**config.mk**
```make
export PLATFORM = sky130hd
export DESIGN_NAME = bit_serial_pingpong_buf
export DESIGN_NICKNAME = d
export VERILOG_FILES = /design/src/rtl/bit_serial_pkg.sv /design/src/rtl/bit_serial_bank.sv /design/src/rtl/bit_serial_pingpong_buf.sv
export SDC_FILE = /design/constraint.sdc
export NUM_CORES = 1
export LEC_CHECK = 0
export BUFFER_PORTS_ARGS = -buffer_cell sky130_fd_sc_hd__buf_2
export CORE_MARGIN = 2
export CORE_UTILIZATION = 40
export CTS_BUF_LIST = sky130_fd_sc_hd__clkbuf_4 sky130_fd_sc_hd__clkbuf_8
export CTS_CLUSTER_SIZE = 30
export DETAILED_ROUTE_END_ITERATION = 8
export PLACE_DENSITY = 0.68
export SLEW_MARGIN = 20
export SYNTH_ARGS = -nofsm -noshare
export SYNTH_HDL_FRONTEND = slang
export SYNTH_SLANG_ARGS = --single-unit
```
**constraint.sdc**
```tcl
create_clock -name clk -period 10.02 [get_ports clk]
set_clock_uncertainty 0.15 [all_clocks]
set_input_delay 0 -clock clk [delete_from_list [all_inputs] [get_ports clk]]
set_output_delay 0 -clock clk [all_outputs]
set_load 0.01 [all_outputs]
```
**src/rtl/bit_serial_pkg.sv**
```systemverilog
// Shared helpers for the bit-serial ping-pong buffer.
//   idx_width        : width of a slice index for a given slice count (at least 1 bit).
//   lead_zero_slices : number of leading all-zero slices in the OR of all lanes.
//                      The result is capped at nslice-1, so an all-zero vector
//                      still produces one slice.
package bit_serial_pkg;

  localparam int LZ_MAX_W = 256;
  typedef logic [LZ_MAX_W-1:0] lz_vec_t;

  function automatic int idx_width(input int nslice);
    return (nslice > 1) ? $clog2(nslice) : 1;
  endfunction

  // lane_or holds the bitwise OR of every lane word, zero-extended to LZ_MAX_W.
  function automatic int lead_zero_slices(input lz_vec_t lane_or,
                                          input int      data_w,
                                          input int      bits_per_cycle);
    int nslice;
    int z;
    bit found;
    nslice = data_w / bits_per_cycle;
    z      = nslice - 1;
    found  = 1'b0;
    for (int i = LZ_MAX_W - 1; i >= 0; i--) begin
      if (!found && (i < data_w) && lane_or[i]) begin
        found = 1'b1;
        z     = nslice - 1 - (i / bits_per_cycle);
      end
    end
    return z;
  endfunction

endpackage

```
**src/rtl/bit_serial_bank.sv**
```systemverilog
// One bank of the ping-pong buffer: holds a vector of lane words, shifts them
// out MSB-first one slice per accepted beat, and tracks its slice index and
// full flag.
// Ports:
//   clk, reset : clock, asynchronous active-high reset
//   load       : capture d_in, mark full, start the slice index
//   d_in       : vector of VEC_LENGTH lane words
//   shift      : advance to the next slice (not the final one)
//   retire     : final slice consumed, mark empty
//   full       : bank holds an undrained vector
//   top        : top BITS_PER_CYCLE bits of each lane, lane l at bits [l*B +: B]
//   idx        : significance of the current slice (NSLICE-1 = MSB slice)
// Optional feature: define BIT_SERIAL_ZERO_SKIP_EN to skip leading slices that
// are zero in every lane at load time.
import bit_serial_pkg::*;

module bit_serial_bank #(
  parameter int DATA_WIDTH     = 8,
  parameter int VEC_LENGTH     = 16,
  parameter int BITS_PER_CYCLE = 1
) (
  input  logic                                                      clk,
  input  logic                                                      reset,
  input  logic                                                      load,
  input  logic [DATA_WIDTH-1:0]                                     d_in [VEC_LENGTH],
  input  logic                                                      shift,
  input  logic                                                      retire,
  output logic                                                      full,
  output logic [VEC_LENGTH*BITS_PER_CYCLE-1:0]                      top,
  output logic [bit_serial_pkg::idx_width(DATA_WIDTH/BITS_PER_CYCLE)-1:0] idx
);

  localparam int NSLICE = DATA_WIDTH / BITS_PER_CYCLE;
  localparam int IDX_W  = idx_width(NSLICE);

  logic [DATA_WIDTH-1:0] lanes      [VEC_LENGTH];
  logic [DATA_WIDTH-1:0] load_lanes [VEC_LENGTH];
  logic [IDX_W-1:0]      load_idx;

`ifdef BIT_SERIAL_ZERO_SKIP_EN
  logic [DATA_WIDTH-1:0] lane_or;
  int                    skip;

  // Pre-shift so the first emitted slice is the highest one that is non-zero
  // in some lane; the index starts correspondingly lower.
  always_comb begin
    lane_or = '0;
    for (int l = 0; l < VEC_LENGTH; l++) begin
      lane_or = lane_or | d_in[l];
    end
    skip     = lead_zero_slices(lz_vec_t'(lane_or), DATA_WIDTH, BITS_PER_CYCLE);
    load_idx = IDX_W'(NSLICE - 1 - skip);
    for (int l = 0; l < VEC_LENGTH; l++) begin
      load_lanes[l] = d_in[l] << (skip * BITS_PER_CYCLE);
    end
  end
`else
  always_comb begin
    load_idx = IDX_W'(NSLICE - 1);
    for (int l = 0; l < VEC_LENGTH; l++) begin
      load_lanes[l] = d_in[l];
    end
  end
`endif

  // Load and shift/retire never target the same bank in the same cycle:
  // a bank is loaded only while empty and drained only while full.
  always_ff @(posedge clk or posedge reset) begin
    if (reset) begin
      full <= 1'b0;
      idx  <= IDX_W'(NSLICE - 1);
      for (int l = 0; l < VEC_LENGTH; l++) begin
        lanes[l] <= '0;
      end
    end else if (load) begin
      full <= 1'b1;
      idx  <= load_idx;
      for (int l = 0; l < VEC_LENGTH; l++) begin
        lanes[l] <= load_lanes[l];
      end
    end else begin
      if (shift) begin
        idx <= idx - 1'b1;
        for (int l = 0; l < VEC_LENGTH; l++) begin
          lanes[l] <= lanes[l] << BITS_PER_CYCLE;
        end
      end
      if (retire) begin
        full <= 1'b0;
      end
    end
  end

  always_comb begin
    top = '0;
    for (int l = 0; l < VEC_LENGTH; l++) begin
      top[l*BITS_PER_CYCLE +: BITS_PER_CYCLE] = lanes[l][DATA_WIDTH-1 -: BITS_PER_CYCLE];
    end
  end

endmodule

```
**src/rtl/bit_serial_pingpong_buf.sv**
```systemverilog
// Double-buffered parallel-to-bit-serial converter. A vector of VEC_LENGTH
// lane words is loaded into a free bank while the other bank streams its
// vector out MSB-first, BITS_PER_CYCLE bits per lane per beat.
// Ports:
//   clk, reset          : clock, asynchronous active-high reset
//   d_in, in_valid      : vector to load and its valid
//   in_ready            : fill bank is free (registered state only)
//   d_out, out_valid    : current slice per lane and its valid
//   out_ready           : consumer accepts d_out
//   bit_idx             : significance of the current slice
//   last                : current slice is the final slice of its vector
// Optional feature: define BIT_SERIAL_ZERO_SKIP_EN to drop leading slices that
// are zero in every lane (an all-zero vector then emits a single slice).
// BITS_PER_CYCLE must divide DATA_WIDTH.
import bit_serial_pkg::*;

module bit_serial_pingpong_buf #(
  parameter int DATA_WIDTH     = 8,
  parameter int VEC_LENGTH     = 16,
  parameter int BITS_PER_CYCLE = 1
) (
  input  logic                                                      clk,
  input  logic                                                      reset,
  input  logic [DATA_WIDTH-1:0]                                     d_in [VEC_LENGTH],
  input  logic                                                      in_valid,
  output logic                                                      in_ready,
  output logic [BITS_PER_CYCLE-1:0]                                 d_out [VEC_LENGTH],
  output logic                                                      out_valid,
  input  logic                                                      out_ready,
  output logic [bit_serial_pkg::idx_width(DATA_WIDTH/BITS_PER_CYCLE)-1:0] bit_idx,
  output logic                                                      last
);

  localparam int NSLICE = DATA_WIDTH / BITS_PER_CYCLE;
  localparam int IDX_W  = idx_width(NSLICE);

  logic                                 fill_ptr;
  logic                                 drain_ptr;
  logic [1:0]                           bank_full;
  logic [1:0]                           bank_load;
  logic [1:0]                           bank_shift;
  logic [1:0]                           bank_retire;
  logic [VEC_LENGTH*BITS_PER_CYCLE-1:0] bank_top [2];
  logic [IDX_W-1:0]                     bank_idx [2];
  logic                                 load_fire;
  logic                                 drain_fire;

  // Both flow-control outputs come straight from bank full flags, so there is
  // no combinational path from in_valid or out_ready.
  assign in_ready   = ~bank_full[fill_ptr];
  assign out_valid  = bank_full[drain_ptr];
  assign bit_idx    = bank_idx[drain_ptr];
  assign last       = out_valid & (bit_idx == '0);
  assign load_fire  = in_valid & in_ready;
  assign drain_fire = out_valid & out_ready;

  always_comb begin
    for (int l = 0; l < VEC_LENGTH; l++) begin
      d_out[l] = bank_top[drain_ptr][l*BITS_PER_CYCLE +: BITS_PER_CYCLE];
    end
  end

  for (genvar b = 0; b < 2; b++) begin : g_bank
    assign bank_load[b]   = load_fire & (fill_ptr == 1'(b));
    assign bank_shift[b]  = drain_fire & ~last & (drain_ptr == 1'(b));
    assign bank_retire[b] = drain_fire & last & (drain_ptr == 1'(b));

    bit_serial_bank #(
      .DATA_WIDTH     (DATA_WIDTH),
      .VEC_LENGTH     (VEC_LENGTH),
      .BITS_PER_CYCLE (BITS_PER_CYCLE)
    ) u_bank (
      .clk    (clk),
      .reset  (reset),
      .load   (bank_load[b]),
      .d_in   (d_in),
      .shift  (bank_shift[b]),
      .retire (bank_retire[b]),
      .full   (bank_full[b]),
      .top    (bank_top[b]),
      .idx    (bank_idx[b])
    );
  end

  always_ff @(posedge clk or posedge reset) begin
    if (reset) begin
      fill_ptr  <= 1'b0;
      drain_ptr <= 1'b0;
    end else begin
      if (load_fire) begin
        fill_ptr <= ~fill_ptr;
      end
      if (drain_fire && last) begin
        drain_ptr <= ~drain_ptr;
      end
    end
  end

endmodule

```
-- Yosys cells after proc, flatten, opt, wreduce, memory -nomap -nowiden
Index checks and enable logic that the tools add are counted.
Widths: inputs -> output; s select.
- $add $sub $neg: 2
- magnitude comparators: 3
- mux-type cells: 22
- bitwise gates (word level): 16
- reductions and logical operators: 6
- operator list (cell ; count):
    $mux 128 ; 4
    $mux 16 ; 3
    $mux 3 ; 7
    $and 1x1->1 ; 11
    $mux 1 ; 8
    $reduce_bool 2->1 ; 4
    $sub 3x1->3 const B ; 2
    $lt 1x2->1 const B ; 2
    $not 1->1 ; 4
    $logic_not 3->1 ; 1
    $ge 2x2->1 const B ; 1
    $not 1->2 ; 1
    $logic_and 1x1->1 ; 1
- flip-flop bits (word level): 266
- input port bits: 132

-- Depth between registers and ports, before layout
Gate-level depths: netlist (run 1).
- depth in word-level cells: 11
- gate-level depth with buffers: 7

-- Modules after synthesis
Synthesis (run 1) repeated with hierarchy kept, for this count alone.
- cell total of the unflattened synthesis: 1226
- area total of the unflattened synthesis: 12774.8 µm²
- by module, submodules not included (module ; instances ; cells each ; area each (µm²) ; seq. area each (µm²)):
    bit_serial_bank ; 2 ; 590 ; 6144.6 ; 3306.9
    bit_serial_pingpong_buf ; 1 ; 46 ; 485.5 ; 50.0

-- Worst setup path before layout (run 1)
Ideal clock, no wire load.
- path type: register to register
- start point: reg g_bank[0].u_bank.full
- end point: reg g_bank[0].u_bank.lanes[10] (netlist name)
- setup time: 133 ps
- data arrival time: 1480 ps
- slack: 8257 ps
- cell stages (with the launch flop): 8
- buffers on the path: 4
- period minus slack after synthesis: 1763 ps
- cell sequence: dfrtp_1 > buf_2 > or3b_1 > clkbuf_1 > buf_2 > buf_2 > o211ai_1 > o211ai_1
- cells in the longest elaborated chain, start to end: 7
- RTL lines (element ; RTL line ; source):
    start: declaration ; bit_serial_bank.sv:28 ; output logic full,
    start signal: assignment ; bit_serial_bank.sv:70 ; full <= 1'b0;
    start signal: assignment ; bit_serial_bank.sv:76 ; full <= 1'b1;
    start signal: assignment ; bit_serial_bank.sv:89 ; full <= 1'b0;
    $mux 1 (not written as such) (2 in series) ; bit_serial_pingpong_buf.sv:51 ; assign out_valid = bank_full[drain_ptr];
    $and 1x1->1 ; bit_serial_pingpong_buf.sv:53 ; assign last = out_valid & (bit_idx == '0);
    $not 1->1 ; bit_serial_pingpong_buf.sv:65 ; assign bank_shift[b] = drain_fire & ~last & (drain_ptr == 1'(b));
    $and 1x1->1 (2 in series) ; bit_serial_pingpong_buf.sv:65 ;
    $reduce_bool 2->1 (no source line) ; - ;
    end signal: indexed assignment ; bit_serial_bank.sv:79 ; lanes[l] <= load_lanes[l];
    end signal: indexed assignment ; bit_serial_bank.sv:85 ; lanes[l] <= lanes[l] << BITS_PER_CYCLE;
    end: declaration ; bit_serial_bank.sv:36 ; logic [DATA_WIDTH-1:0] lanes [VEC_LENGTH];
Several ways; a longest one is shown, not always the timed one. The select of a mux whose other input is x is not followed.
A chain may end at the register's enable or synchronous reset.

-- Final worst setup path (run 1)
- start point: reg g_bank[1].u_bank.full
- end point: reg g_bank[1].u_bank.lanes[70] (netlist name)
- cells in the longest elaborated chain, start to end: 7
- RTL lines (element ; RTL line):
    start: declaration ; bit_serial_bank.sv:28
    start signal: assignment ; bit_serial_bank.sv:70
    start signal: assignment ; bit_serial_bank.sv:76
    start signal: assignment ; bit_serial_bank.sv:89
    $mux 1 (not written as such) (2 in series) ; bit_serial_pingpong_buf.sv:51
    $and 1x1->1 ; bit_serial_pingpong_buf.sv:53
    $not 1->1 ; bit_serial_pingpong_buf.sv:65
    $and 1x1->1 (2 in series) ; bit_serial_pingpong_buf.sv:65
    $reduce_bool 2->1 (no source line) ; -
    end signal: indexed assignment ; bit_serial_bank.sv:79
    end signal: indexed assignment ; bit_serial_bank.sv:85
    end: declaration ; bit_serial_bank.sv:36
Several ways; a longest one is shown, not always the timed one. The select of a mux whose other input is x is not followed.

==> impl_summary.txt, run 1 <==
----------------------------------------------------
[Pwr]
  Pwr dens ... 282.3 nW/um2
  Switching share of power ... 37.08%
  Clock network power share ... 22.3%
  Combinational Power Share ... 37.7%
  Peak supply drop ... 0.1374 mV
  Switching power total ... 0.001680 W
  Design internal power ... 0.002851 W
  Proportion of power drawn by flip-flops and latches ... 40.0%
  Leak ... 7.348 nW

[STA]
  Number of max-slew violations in the final report ... 0
  RSZ-0062 raised after global routing ... no
  Fin crit share ... 30.68%
  Maximum clock frequency ... 0.3253 GHz
  Slew @ Worst Pin ... 1.111 ns
  Final count of hold timing violations ... 2
  Worst path setup slack after routing ... 6.946 ns
  TNS Setup ... 0 ns
  Number of failing setup endpoints in the final timing report ... 0
  Tmin final ... 3.074 ns
  Relative max-transition margin ... 25.67%
  Hold slack final ... -0.01650 ns

[Yosys]
  Netlist Area Pre-Place ... 12930 um2
  Cells taking the most area after synthesis ... sky130_fd_sc_hd__dfrtp_1 50%, sky130_fd_sc_hd__o211ai_1 15%, sky130_fd_sc_hd__a221o_1 7.4%
  Portion of synthesized cell area occupied by the leading cell type ... 50.31%
  Flops & latches, synth ... 266
  Distinct cells, synth ... 42
  Ys flop type ... sky130_fd_sc_hd__dfrtp_1
  Synth Instances ... 1256
  Number of synthesized flops with an enable pin ... 0
  Mean instance size in the synthesized netlist ... 10.30 um2
  FFs w/ async S/R, synth ... 100.0%
  Net Count, Synth ... 1390
  Sequential share of the synthesized area ... 51.53%
  Yosys warning total ... 0
  Most area-hungry cell type in the Yosys netlist ... sky130_fd_sc_hd__dfrtp_1

[Clock network]
  Count of H-tree levels built during CTS ... 2
  Clock transition at the registers of the reported paths ... 0.07 ns
  TritonCTS clock tree ... built
  Total CTS buffers ... 45
  CTS Buffer Depth ... 3
  Number of clock sinks ... 266
  Root Buffer ... sky130_fd_sc_hd__clkbuf_8
  Clock latency on the worst-skew pair ... 0.57 ns
  PostCTS Resize Cnt ... 0

[Critical path]
  Critical path cell sequence ... and3b_4 > buf_4 > a211oi_1 > a221o_1
  Required time of the critical path ... 10.31 ns
  Category of the critical setup timing path ... reg -> reg
  Crit. End Element ... register
  Kind of start point of the critical path ... register
  Worst Path Buf+Inv ... 1
  Worst reg2reg setup slack ... 6.95 ns
  Data arrival time at the worst-slack endpoint ... 3.36 ns
  Peak per-stage delay on the critical path ... 0.99 ns
  CP max stage cell ... sky130_fd_sc_hd__and3b_4
  Largest fanout on the critical path ... 74
  Top Family by Delay on Critical Path ... simple AND/OR/NAND/NOR gates

[Cells and area]
  Filler cell count in the final layout ... 2869
  Layout Nets ... 1602
  Signed area change from the synthesized netlist to the final layout ... 24.12%
  Fraction of final layout cells with drive strength greater than 1 ... 18.88%
  Area of all placed cells without fillers ... 16050 um2

[Global routing]
  Largest net degree at the start of global routing ... 127
  Vias in the first global route ... 10990
  Number of antenna violations at the first check in global routing ... 1
  Global-route wire length before repair ... 61.01 mm
  Total global-route track usage ... 22.50%
  Aggregate global routing overflow ... 0

[Route]
  Via density per instance ... 5.890
  Vias after detailed routing ... 11200
  Total detailed-routing wirelength ... 38.23 mm
  DRT antenna net count ... 0
  DRC violations left ... 0
  Detailed-router iteration count before antenna repair ... 6
  Starting DRT DRC Count ... 900
  Routed WL per cell ... 20.10 um

[Place]
  Pre-CTS WS ... 6.986 ns
  Placer Congestion ... 0.7650
  Instance area after placement ... 13810 um2
  # port buffers ... 153
  DP HPWL ... 21.17 mm

[Outcome]
  Violations in the final reports ... hold timing
  Outcome ... finished, violations left

[Flow run]
  Max-Cap Viols ... 0

[Floorplanning]
  Initial core utilization ... 40.77%
  Die Span Y ... 183.8 um
  Standard-cell rows ... 65
  # IOs ... 154
  Core Footprint ... 31720 um2
  Die Span X ... 183.8 um
  Floorplan die area ... 33790 um2

[Worst hold path]
  Class of the tightest hold or removal check ... in -> async

----------------------------------------------------
[power groups by stage]
stage                     registers, W  clock network [W]  logic [W]
after CTS                      0.00181            0.00103    0.00171
after global routing           0.00186            0.00108    0.00188
after global placement         0.00181                  0    0.00162
after detailed placement       0.00182                  0    0.00166
final                          0.00181            0.00101    0.00171
after floorplan                0.00174                  0    0.00128
[synth_stat cells (2+ instances only)]
cell type and number:
sky130_fd_sc_hd__inv_1 134, sky130_fd_sc_hd__o21ai_0 3, sky130_fd_sc_hd__o211a_1 80, sky130_fd_sc_hd__buf_4 2, sky130_fd_sc_hd__nor2_1 3, sky130_fd_sc_hd__dfstp_2 6
sky130_fd_sc_hd__a221o_1 96, sky130_fd_sc_hd__buf_1 8, sky130_fd_sc_hd__a211oi_1 16, sky130_fd_sc_hd__clkbuf_1 80, sky130_fd_sc_hd__or3_1 2, sky130_fd_sc_hd__mux2i_1 2
sky130_fd_sc_hd__mux2_2 17, sky130_fd_sc_hd__o211ai_1 259, sky130_fd_sc_hd__dfrtp_1 260, sky130_fd_sc_hd__o31ai_1 16, sky130_fd_sc_hd__buf_2 46, sky130_fd_sc_hd__ha_1 2
sky130_fd_sc_hd__nand2_1 183, sky130_fd_sc_hd__o21ai_1 16, sky130_fd_sc_hd__nand3_1 4
[layout by cell type (no fill, tap or decap), types with 2 or more instances in the layout]
master                          Yosys  routed
sky130_fd_sc_hd__nand2_1          183     183
sky130_fd_sc_hd__dfrtp_1          260     260
sky130_fd_sc_hd__mux2i_1            2       2
sky130_fd_sc_hd__clkinv_2           0       6
sky130_fd_sc_hd__nand3_4            0       2
sky130_fd_sc_hd__buf_4              2      17
sky130_fd_sc_hd__o21ai_0            3       3
sky130_fd_sc_hd__inv_1            134     133
sky130_fd_sc_hd__o21ai_1           16      16
sky130_fd_sc_hd__or3_1              2       2
sky130_fd_sc_hd__dlygate4sd3_1      0     131
sky130_fd_sc_hd__o31ai_1           16      16
sky130_fd_sc_hd__mux2_2            17      17
sky130_fd_sc_hd__o211a_1           80      80
sky130_fd_sc_hd__clkbuf_4           0      12
sky130_fd_sc_hd__ha_1               2       2
sky130_fd_sc_hd__a211oi_1          16      16
sky130_fd_sc_hd__nand3_1            4       3
sky130_fd_sc_hd__buf_2             46     153
sky130_fd_sc_hd__clkbuf_8           0      57
sky130_fd_sc_hd__o211ai_1         259     259
sky130_fd_sc_hd__inv_6              0       2
sky130_fd_sc_hd__a221o_1           96      96
sky130_fd_sc_hd__nor3_4             1       2
sky130_fd_sc_hd__dfstp_2            6       6
[path summary, 6_finish.rpt]
path	start	endpoint	cells after the start
setup / recovery	g_bank[1].u_bank.full	g_bank[1].u_bank.lanes[70]	4
hold / removal	reset	g_bank[0].u_bank.lanes[66]	3
setup reg to reg	g_bank[1].u_bank.full	g_bank[1].u_bank.lanes[70]	4
hold reg to reg	g_bank[1].u_bank.lanes[44]	g_bank[1].u_bank.lanes[45]	1
max in group asynchronous	reset	g_bank[0].u_bank.lanes[41]	5
min in group clk	d_in[72]	g_bank[0].u_bank.lanes[72]	4
[kinds of logic (layout without fill, tap and decap cells)]
logic type,after synthesis,in the layout,share of synthesized area [%]
AO/OA/AOI/OAI,493,493,31.68
adder cells (fa/ha/maj),2,2,0.1935
buffers and inverters,270,513,8.340
flip-flops,266,266,51.53
multiplexers,19,19,1.635
other,0,1,0
AND/OR/NAND/NOR,206,206,6.628
[state kept, by name (all words and copies together) (netlist names)]
| signal | count |
|---|---|
| g_bank.u_bank.top | 32 |
| g_bank.u_bank.idx | 6 |
| drain_ptr | 1 |
| g_bank.u_bank.full | 2 |
| fill_ptr | 1 |
| g_bank.u_bank.lanes | 224 |
[metrics by stage]
stage | util, % | power (W) | std cells
after floorplan | - | 0.003018 | 1256
after global placement | 43.53 | 0.003425 | 1692
after detailed placement | 43.53 | 0.003485 | 1692
after CTS | 50.60 | 0.004554 | 1901
after global routing | 50.61 | 0.004833 | 1902
final | 50.61 | 0.004531 | 1902
[final cells by class]
cell class	instances	area, um2	share of cell area, %
Antenna cell	1	2.502	0.01559
Clock buffer	69	874.6	5.449
Clock inverter	9	55.05	0.3430
Inverter	134	510.5	3.180
Multi-Input combinational cell	720	5238	32.63
Sequential cell	266	6664	41.52
Tap cell	402	503.0	3.134
Timing Repair Buffer	301	2205	13.73
[tightest hold or removal path, cell delays in order]
cell and delay, ns:
sky130_fd_sc_hd__dlygate4sd3_1 0.53, sky130_fd_sc_hd__buf_2 0.15, sky130_fd_sc_hd__inv_8 0.53
[repair_timing]
action / CTS / global route
hold buffers: 131 / 0
buffers inserted: 0 / 0
hold endpoints to repair: 385 / 0
[per-layer routing]
layer  up-vias  GRT usage, %  wire, um
met4         0         5.376       573
met3        40         4.695      2670
li1       5101             -         -
met1      5625         31.95     17250
met5         -             0         0
met2       436         35.31     17740
(Power assumes the default switching activity.)
==> inputs of run 2 (changes only) <==
ABC_AREA = 1   (was not set)
clock period = 2.9 ns   (was 10.02 ns; I/O delays follow)
==> run 2 against run 1 <==
Effect of this change:
- wire length decreased by 8.0%
- core utilization decreased by 0.15 points
- non-clock buffer count increased by 5
- the run now ends clean
- via count increased by 11%
- synthesized cell count increased by 48%
- register-to-register slack got worse by 6.6 ns
- highest routed layer unchanged
- combinational power increased to 3.3 times the previous value
- critical path depth increased by 6
- clock power increased to 3.6 times the previous value
- design area increased by 4.9%
==> impl_summary.txt, run 2 <==
----------------------------------------------------
[Yosys]
  Most area-hungry cell type in the Yosys netlist ... sky130_fd_sc_hd__dfrtp_1 (unchanged)
  Sequential share of the synthesized area ... 49.34% (was 51.53%)
  FFs w/ async S/R, synth ... 100.0% (unchanged)
  Yosys warning total ... 0 (unchanged)
  Number of synthesized flops with an enable pin ... 0 (unchanged)
  Netlist Area Pre-Place ... 13510 um2 (was 12930 um2)
  Synth Instances ... 1858 (was 1256)
  Ys flop type ... sky130_fd_sc_hd__dfrtp_1 (unchanged)
  Cells taking the most area after synthesis ... sky130_fd_sc_hd__dfrtp_1 48%, sky130_fd_sc_hd__nand2_1 23%, sky130_fd_sc_hd__nand3_1 9.8% (was sky130_fd_sc_hd__dfrtp_1 50%, sky130_fd_sc_hd__o211ai_1 15%, sky130_fd_sc_hd__a221o_1 7.4%)
  Net Count, Synth ... 1992 (was 1390)
  Flops & latches, synth ... 266 (unchanged)
  Synth top cells by count ... 814 x sky130_fd_sc_hd__nand2_1, 265 x sky130_fd_sc_hd__nand3_1, 260 x sky130_fd_sc_hd__dfrtp_1 (was 260 x sky130_fd_sc_hd__dfrtp_1, 259 x sky130_fd_sc_hd__o211ai_1, 183 x sky130_fd_sc_hd__nand2_1)
  Distinct cells, synth ... 20 (was 42)
  Portion of synthesized cell area occupied by the leading cell type ... 48.17% (was 50.31%)
  Most common cell in the synthesized netlist ... sky130_fd_sc_hd__nand2_1 (was sky130_fd_sc_hd__dfrtp_1)
  Mean instance size in the synthesized netlist ... 7.269 um2 (was 10.30 um2)

[Clock network]
  Number of clock sinks ... 266 (unchanged)
  Count of H-tree levels built during CTS ... 2 (unchanged)
  TritonCTS clock tree ... built (unchanged)
  Total CTS buffers ... 46 (was 45)
  Clock latency on the worst-skew pair ... 0.55 ns (was 0.57 ns)
  Clock transition at the registers of the reported paths ... 0.07 ns (about the same)
  Count of buffers added by post-CTS timing repair for setup ... 0 (unchanged)
  Root Buffer ... sky130_fd_sc_hd__clkbuf_8 (unchanged)
  CTS Buffer Depth ... 3 (unchanged)

[Route]
  DRT antenna net count ... 0 (unchanged)
  Total detailed-routing wirelength ... 35.16 mm (was 38.23 mm)
  Detailed-router iteration count before antenna repair ... 5 (was 6)
  Vias after detailed routing ... 12450 (was 11200)
  Routed WL per cell ... 13.74 um (was 20.10 um)
  Via density per instance ... 4.864 (was 5.890)
  DRC violations left ... 0 (unchanged)
  Starting DRT DRC Count ... 1076 (was 900)

[Place]
  Placer Congestion ... 0.7716 (was 0.7650)
  Instance area after placement ... 14510 um2 (was 13810 um2)
  DP HPWL ... 19.98 mm (was 21.17 mm)
  Pre-CTS WS ... 0.4119 ns (was 6.986 ns)
  # port buffers ... 153 (unchanged)

[Flow run]
  Max-Cap Viols ... 0 (unchanged)

[Critical path]
  Largest fanout on the critical path ... 64 (was 74)
  Kind of start point of the critical path ... register (unchanged)
  Startpoint of the worst register-to-register path ... drain_ptr (was g_bank[1].u_bank.full)
  Required time of the critical path ... 3.23 ns (was 10.31 ns)
  R2R depth ... 10 (was 4)
  RR Endpoint ... g_bank[1].u_bank.lanes[54] (was g_bank[1].u_bank.lanes[70])
  Category of the critical setup timing path ... reg -> reg (unchanged)
  Data arrival time at the worst-slack endpoint ... 2.84 ns (was 3.36 ns)
  Crit. End Element ... register (unchanged)
  Worst reg2reg setup slack ... 0.39 ns (was 6.95 ns)

[STA]
  Number of max-slew violations in the final report ... 0 (unchanged)
  Slew @ Worst Pin ... 0.9687 ns (was 1.111 ns)
  RSZ-0062 raised after global routing ... no (unchanged)
  Worst path setup slack after routing ... 0.3893 ns (was 6.946 ns)
  Final count of hold timing violations ... 0 (was 2)
  Fin crit share ... 86.58% (was 30.68%)
  Maximum clock frequency ... 0.3983 GHz (was 0.3253 GHz)
  Relative max-transition margin ... 35.28% (was 25.67%)
  Tmin final ... 2.511 ns (was 3.074 ns)
  TNS Setup ... 0 ns (unchanged)
  Number of failing setup endpoints in the final timing report ... 0 (unchanged)

[Worst hold path]
  Hold endpoint ... g_bank[1].u_bank.lanes[112]
  Worst Hold Depth ... 4
  Class of the tightest hold or removal check ... in -> reg (was in -> async)
  Startpoint of the most critical hold path ... d_in[112]

[Cells and area]
  Leading cell types in the layout, fill and taps excluded ... 813 x sky130_fd_sc_hd__nand2_1, 264 x sky130_fd_sc_hd__nand3_1, 260 x sky130_fd_sc_hd__dfrtp_1 (was 260 x sky130_fd_sc_hd__dfrtp_1, 259 x sky130_fd_sc_hd__o211ai_1, 183 x sky130_fd_sc_hd__nand2_1)
  Register with the highest flop count ... g_bank.u_bank.lanes (unchanged)
  Commonest non-fill, non-tap cell in the layout ... sky130_fd_sc_hd__nand2_1 (was sky130_fd_sc_hd__dfrtp_1)
  Signed area change from the synthesized netlist to the final layout ... 24.64% (was 24.12%)
  Area of all placed cells without fillers ... 16830 um2 (was 16050 um2)
  Layout Nets ... 2208 (was 1602)
  Fraction of final layout cells with drive strength greater than 1 ... 13.18% (was 18.88%)
  Filler cell count in the final layout ... 3302 (was 2869)
  Flip-flop count of the largest register after layout ... 224 (unchanged)

[Floorplanning]
  Floorplan die area ... 35250 um2 (was 33790 um2)
  Die Span Y ... 187.8 um (was 183.8 um)
  Standard-cell rows ... 67 (was 65)
  Initial core utilization ... 40.48% (was 40.77%)
  # IOs ... 154 (unchanged)
  Die Span X ... 187.8 um (was 183.8 um)
  Core Footprint ... 33360 um2 (was 31720 um2)

[Global routing]
  Global-route met3 utilization ... 3.631% (was 4.695%)
  Met1 track utilization from global routing ... 29.27% (was 31.95%)
  Aggregate global routing overflow ... 0 (unchanged)
  Global-route met2 utilization ... 31.54% (was 35.31%)
  GR peak layer ... met2 (unchanged)
  Global-route wire length before repair ... 59.49 mm (was 61.01 mm)
  Total global-route track usage ... 20.30% (was 22.50%)
  Largest net degree at the start of global routing ... 207 (was 127)
  Vias in the first global route ... 11820 (was 10990)
  Number of antenna violations at the first check in global routing ... 1 (unchanged)

[Pwr]
  Leak ... 9.206 nW (was 7.348 nW)
  Peak supply drop ... 0.9219 mV (was 0.1374 mV)
  Pwr dens ... 890.0 nW/um2 (was 282.3 nW/um2)

[Outcome]
  Outcome ... finished, final reports clean (was finished, violations left)

----------------------------------------------------
==> run 2: changes by cell type in the layout (fill, tap and decap cells not counted), moves of 17 or more <==
cell / before / now
sky130_fd_sc_hd__o21ai_0: 3 / 227
sky130_fd_sc_hd__a221o_1: 96 / 0
sky130_fd_sc_hd__nand2_1: 183 / 813
sky130_fd_sc_hd__o211a_1: 80 / 0
sky130_fd_sc_hd__mux2_2: 17 / 0
sky130_fd_sc_hd__o211ai_1: 259 / 0
sky130_fd_sc_hd__nand3_1: 3 / 264
==> run 2: critical path, cell delays in order (launching register included) <==
cell and delay [ns]:
sky130_fd_sc_hd__dfrtp_1 0.51, sky130_fd_sc_hd__inv_2 0.22, sky130_fd_sc_hd__nand2_2 0.08, sky130_fd_sc_hd__nand2_4 0.10
sky130_fd_sc_hd__nor2_1 0.06, sky130_fd_sc_hd__nand2_2 0.21, sky130_fd_sc_hd__nand3_4 0.14, sky130_fd_sc_hd__nand2_4 0.08
sky130_fd_sc_hd__buf_4 0.62, sky130_fd_sc_hd__nand2_1 0.12, sky130_fd_sc_hd__nand2_1 0.11
==> run 2: cells by family (layout without fill, tap and decap cells) <==
group / Yosys count / count (layout) / share of synthesized area, %
flops: 266 / 266 / 49.34
other cells: 0 / 1 / 0
simple gates: 1095 / 1095 / 33.39
buf+inv: 268 / 520 / 8.680
compound gates: 227 / 227 / 8.411
fa+ha+maj: 2 / 2 / 0.1852
==> run 2: power by group <==
part / total, W / switching [W] / internal (W)
sequential: 0.00576 / 0.000685 / 0.00507
clock: 0.00366 / 0.00156 / 0.00210
combinational: 0.00557 / 0.00363 / 0.00194
total: 0.0150 / 0.00587 / 0.00911
==> run 2: worst max-delay path by stage <==
stage               startpoint                         end  slack (ns)  cells after the start
global placement     drain_ptr  g_bank[1].u_bank.lanes[46]        0.52                     10
floorplan                reset                   drain_ptr       -0.76                      1
detailed placement   drain_ptr  g_bank[1].u_bank.lanes[54]        0.41                     10
CTS                  drain_ptr  g_bank[1].u_bank.lanes[54]        0.38                     10
finish               drain_ptr  g_bank[1].u_bank.lanes[54]        0.39                     10
global route         drain_ptr  g_bank[1].u_bank.lanes[61]        0.16                     10
==> run 2: final cells by class <==
class | instances | area [um2] | share of cell area [%]
flip-flops and latches | 266 | 6664 | 39.58
multi-input cells | 1324 | 5710 | 33.92
repair buffers | 306 | 2392 | 14.21
clock buffers | 75 | 963.4 | 5.723
well taps | 448 | 560.5 | 3.330
inverters | 130 | 491.7 | 2.921
clock inverters | 9 | 50.05 | 0.2973
diodes | 1 | 2.502 | 0.01486
==> run 2: per-stage QoR <==
stage                     util [%]  hold WS [ns]  instances  total power (W)
after floorplan                  -      -0.03316       1858         0.009986
after global placement       43.48       0.06695       2343          0.01114
after detailed placement     43.48       0.07051       2343          0.01129
after CTS                    50.45       0.02042       2558          0.01511
after global routing         50.46       0.05330       2559          0.01627
final                        50.46       0.03853       2559          0.01498
==> run 2: what timing repair did <==
| action | in CTS | in global routing |
|---|---|---|
| setup endpoints to repair | 0 | 0 |
| hold buffers | 131 | 0 |
| gates resized for setup | 0 | 0 |
| endpoints found under the hold margin | 293 | 0 |
==> run 2: metal layers <==
metal / vias to the layer above / routed length, um
met5: - / 0
met4: 0 / 644
met3: 47 / 2023
met2: 327 / 15610
met1: 5753 / 16880
li1: 6319 / -
==> inputs of run 3 (changes only) <==
CORE_UTILIZATION = 30   (was 40)
PLACE_DENSITY = 0.58   (was 0.68)
clock period = 2.1 ns   (was 2.9 ns; I/O delays follow)
==> run 3 against run 2 <==
Effect of this change:
- power is 48% higher
- core utilization down 10 points
- worst hold slack gained 0.030 ns
- sequential share of layout area down 2.3 points
- design area up 6.1%
- clock power grew 49%
- final cell count rose by 8.1%
- flip-flop and latch count unchanged
- global-route usage is 3.3 points lower
- critical path type is now reg -> out
- critical endpoint is now d_out[2]
- largest power group is now combinational cells
==> impl_summary.txt, run 3 (synthesis results as in run 2) <==
----------------------------------------------------
[Outcome]
  Outcome ... finished, final reports clean (unchanged)

[Route]
  Routed WL per cell ... 14.13 um (was 13.74 um)
  DRT antenna net count ... 0 (unchanged)
  Vias after detailed routing ... 12760 (was 12450)
  Via density per instance ... 4.612 (was 4.864)
  Detailed-router iteration count before antenna repair ... 5 (unchanged)
  DRC violations left ... 0 (unchanged)
  Total detailed-routing wirelength ... 39.10 mm (was 35.16 mm)
  Starting DRT DRC Count ... 866 (was 1076)

[Floorplanning]
  Die Span Y ... 216.2 um (was 187.8 um)
  Die Span X ... 216.2 um (was 187.8 um)
  # IOs ... 154 (unchanged)
  Floorplan die area ... 46740 um2 (was 35250 um2)
  Initial core utilization ... 30.48% (was 40.48%)
  Standard-cell rows ... 77 (was 67)
  Core Footprint ... 44320 um2 (was 33360 um2)

[STA]
  Relative max-transition margin ... 63.89% (was 35.28%)
  Number of max-slew violations in the final report ... 0 (unchanged)
  Slew @ Worst Pin ... 0.5417 ns (was 0.9687 ns)
  RSZ-0062 raised after global routing ... yes (was no)
  Final count of hold timing violations ... 0 (unchanged)
  Number of failing setup endpoints in the final timing report ... 0 (unchanged)
  Fin crit share ... 93.83%
  Maximum clock frequency ... 0.5075 GHz
  Tmin final ... 1.970 ns
  Hold slack final ... 0.06861 ns (was 0.03853 ns)

[Clock network]
  TritonCTS clock tree ... built (unchanged)
  Count of H-tree levels built during CTS ... 2 (unchanged)
  Root Buffer ... sky130_fd_sc_hd__clkbuf_8 (unchanged)
  Clock latency on the worst-skew pair ... 0.61 ns (was 0.55 ns)
  CTS Buffer Depth ... 3 (unchanged)
  Total CTS buffers ... 48 (was 46)
  Number of clock sinks ... 266 (unchanged)
  Clock transition at the registers of the reported paths ... 0.05 ns (was 0.07 ns)

[Critical path]
  Kind of start point of the critical path ... register (unchanged)
  Crit. End Element ... output port (was register)
  Data arrival time at the worst-slack endpoint ... 1.82 ns (was 2.84 ns)
  CP max stage cell ... sky130_fd_sc_hd__dfrtp_2 (was sky130_fd_sc_hd__buf_4)
  Largest fanout on the critical path ... 17 (was 64)
  Required time of the critical path ... 1.95 ns (was 3.23 ns)
  Critical path cell sequence ... inv_4 > buf_6 > nand2_1 > nand2_1 > buf_2 (was inv_2 > nand2_2 > nand2_4 > nor2_1 > nand2_2 > nand3_4 > nand2_4 > buf_4 > nand2_1 > nand2_1)
  Peak per-stage delay on the critical path ... 0.46 ns (was 0.62 ns)
  Category of the critical setup timing path ... reg -> out (was reg -> reg)
  Most repeated library cell on the critical path ... sky130_fd_sc_hd__nand2_1

[Place]
  Placer Congestion ... 0.7941 (was 0.7716)
  Inst Count DP ... 2529 (was 2343)
  DP HPWL ... 24.88 mm (was 19.98 mm)
  # port buffers ... 153 (unchanged)

[Flow run]
  Max-Cap Viols ... 0 (unchanged)

[Cells and area]
  Fraction of final layout cells with drive strength greater than 1 ... 15.33% (was 13.18%)
  Commonest non-fill, non-tap cell in the layout ... sky130_fd_sc_hd__nand2_1 (unchanged)
  Register with the highest flop count ... g_bank.u_bank.lanes (unchanged)
  Signed area change from the synthesized netlist to the final layout ... 32.27% (was 24.64%)
  Leading cell types in the layout, fill and taps excluded ... 811 x sky130_fd_sc_hd__nand2_1, 264 x sky130_fd_sc_hd__nand3_1, 259 x sky130_fd_sc_hd__dfrtp_1 (was 813 x sky130_fd_sc_hd__nand2_1, 264 x sky130_fd_sc_hd__nand3_1, 260 x sky130_fd_sc_hd__dfrtp_1)
  Flip-flop count of the largest register after layout ... 224 (unchanged)
  Final standard cell count with taps included and fillers excluded ... 2766 (was 2559)
  Layout Nets ... 2266 (was 2208)

[Pwr]
  Pwr dens ... 1242 nW/um2 (was 890.0 nW/um2)
  Peak supply drop ... 0.7006 mV (was 0.9219 mV)
  Leak ... 9.620 nW (was 9.206 nW)

[Global routing]
  Largest net degree at the start of global routing ... 97 (was 207)
  Vias in the first global route ... 12240 (was 11820)
  Aggregate global routing overflow ... 0 (unchanged)
  Number of antenna violations at the first check in global routing ... 4 (was 1)
  Global-route wire length before repair ... 64.36 mm (was 59.49 mm)
  Total global-route track usage ... 17.02% (was 20.30%)

[Worst hold path]
  Class of the tightest hold or removal check ... in -> reg (unchanged)

----------------------------------------------------
-- run 3: cell types whose count changed in the layout (fill, tap and decap cells not counted), sizes merged --
cell         change
buf             +43
bufinv           +2
clkbuf           +2
clkinv           +1
clkinvlp         +1
diode            +1
dlygate4sd3     +13
-- run 3: final cells by class --
class,instances,area (um2)
Clock buffer,77,965.9
Inverter,130,494.2
Sequential cell,266,6665
Fill cell,4654,26450
Timing Repair Buffer,362,3149
Multi-Input combinational cell,1324,5723
Tap cell,592,740.7
Clock inverter,13,122.6
Antenna cell,2,5.005
-- run 3: final timing paths --
path,cells after the start,end,startpoint,slack (ns)
max,5,d_out[2],drain_ptr,0.13
min,4,g_bank[0].u_bank.lanes[104],d_in[104],0.07
max reg2reg,11,g_bank[1].u_bank.lanes[6],drain_ptr,0.17
min reg2reg,2,g_bank[0].u_bank.full,g_bank[0].u_bank.full,0.34
max in group asynchronous,5,g_bank[0].u_bank.lanes[42],reset,0.52
min in group asynchronous,4,g_bank[0].u_bank.lanes[85],reset,0.41
-- run 3: power breakdown --
group          leakage [nW]  total (W)  internal, W  switching [W]
combinational          5.52    0.00879      0.00344        0.00535
sequential             3.53    0.00797      0.00701       0.000955
clock                 0.575    0.00544      0.00317        0.00227
-- run 3: what timing repair did --
| action | CTS | global route |
|---|---|---|
| buffers inserted | 2 | 0 |
| resized for setup | 6 | 3 |
| endpoints found under the hold margin | 532 | 0 |
| setup endpoints to repair | 10 | 9 |
| hold buffers | 144 | 0 |
-- run 3: per-layer routing --
metal / GRT usage (%) / up-vias / wire length [um]
met2: 26.51 / 322 / 17270
li1: - / 6443 / -
met3: 2.681 / 54 / 1965
met5: 0 / - / 13
met4: 5.616 / 2 / 851
met1: 24.12 / 5935 / 19000
-- run 3: critical path: cells and delay by family, from the launching register on --
kind / cells / cell delay (ns)
buffers and inverters: 3 / 0.51
DFF: 1 / 0.46
and+or+nand+nor: 2 / 0.24
-- run 3: per-stage QoR --
stage               utilization [%]   TNS, ns  area, um2  total power, W  setup WS [ns]
global route                  40.31  -0.01213      17870         0.02414       -0.01163
floorplan                         -   -408.48      13510         0.01379         -1.557
finish                        40.31         0      17870         0.02220         0.1295
global placement              34.53         0      15300         0.01643         0.1399
CTS                           40.30         0      17860         0.02251       0.002836
detailed placement            34.53         0      15300         0.01665        0.08603
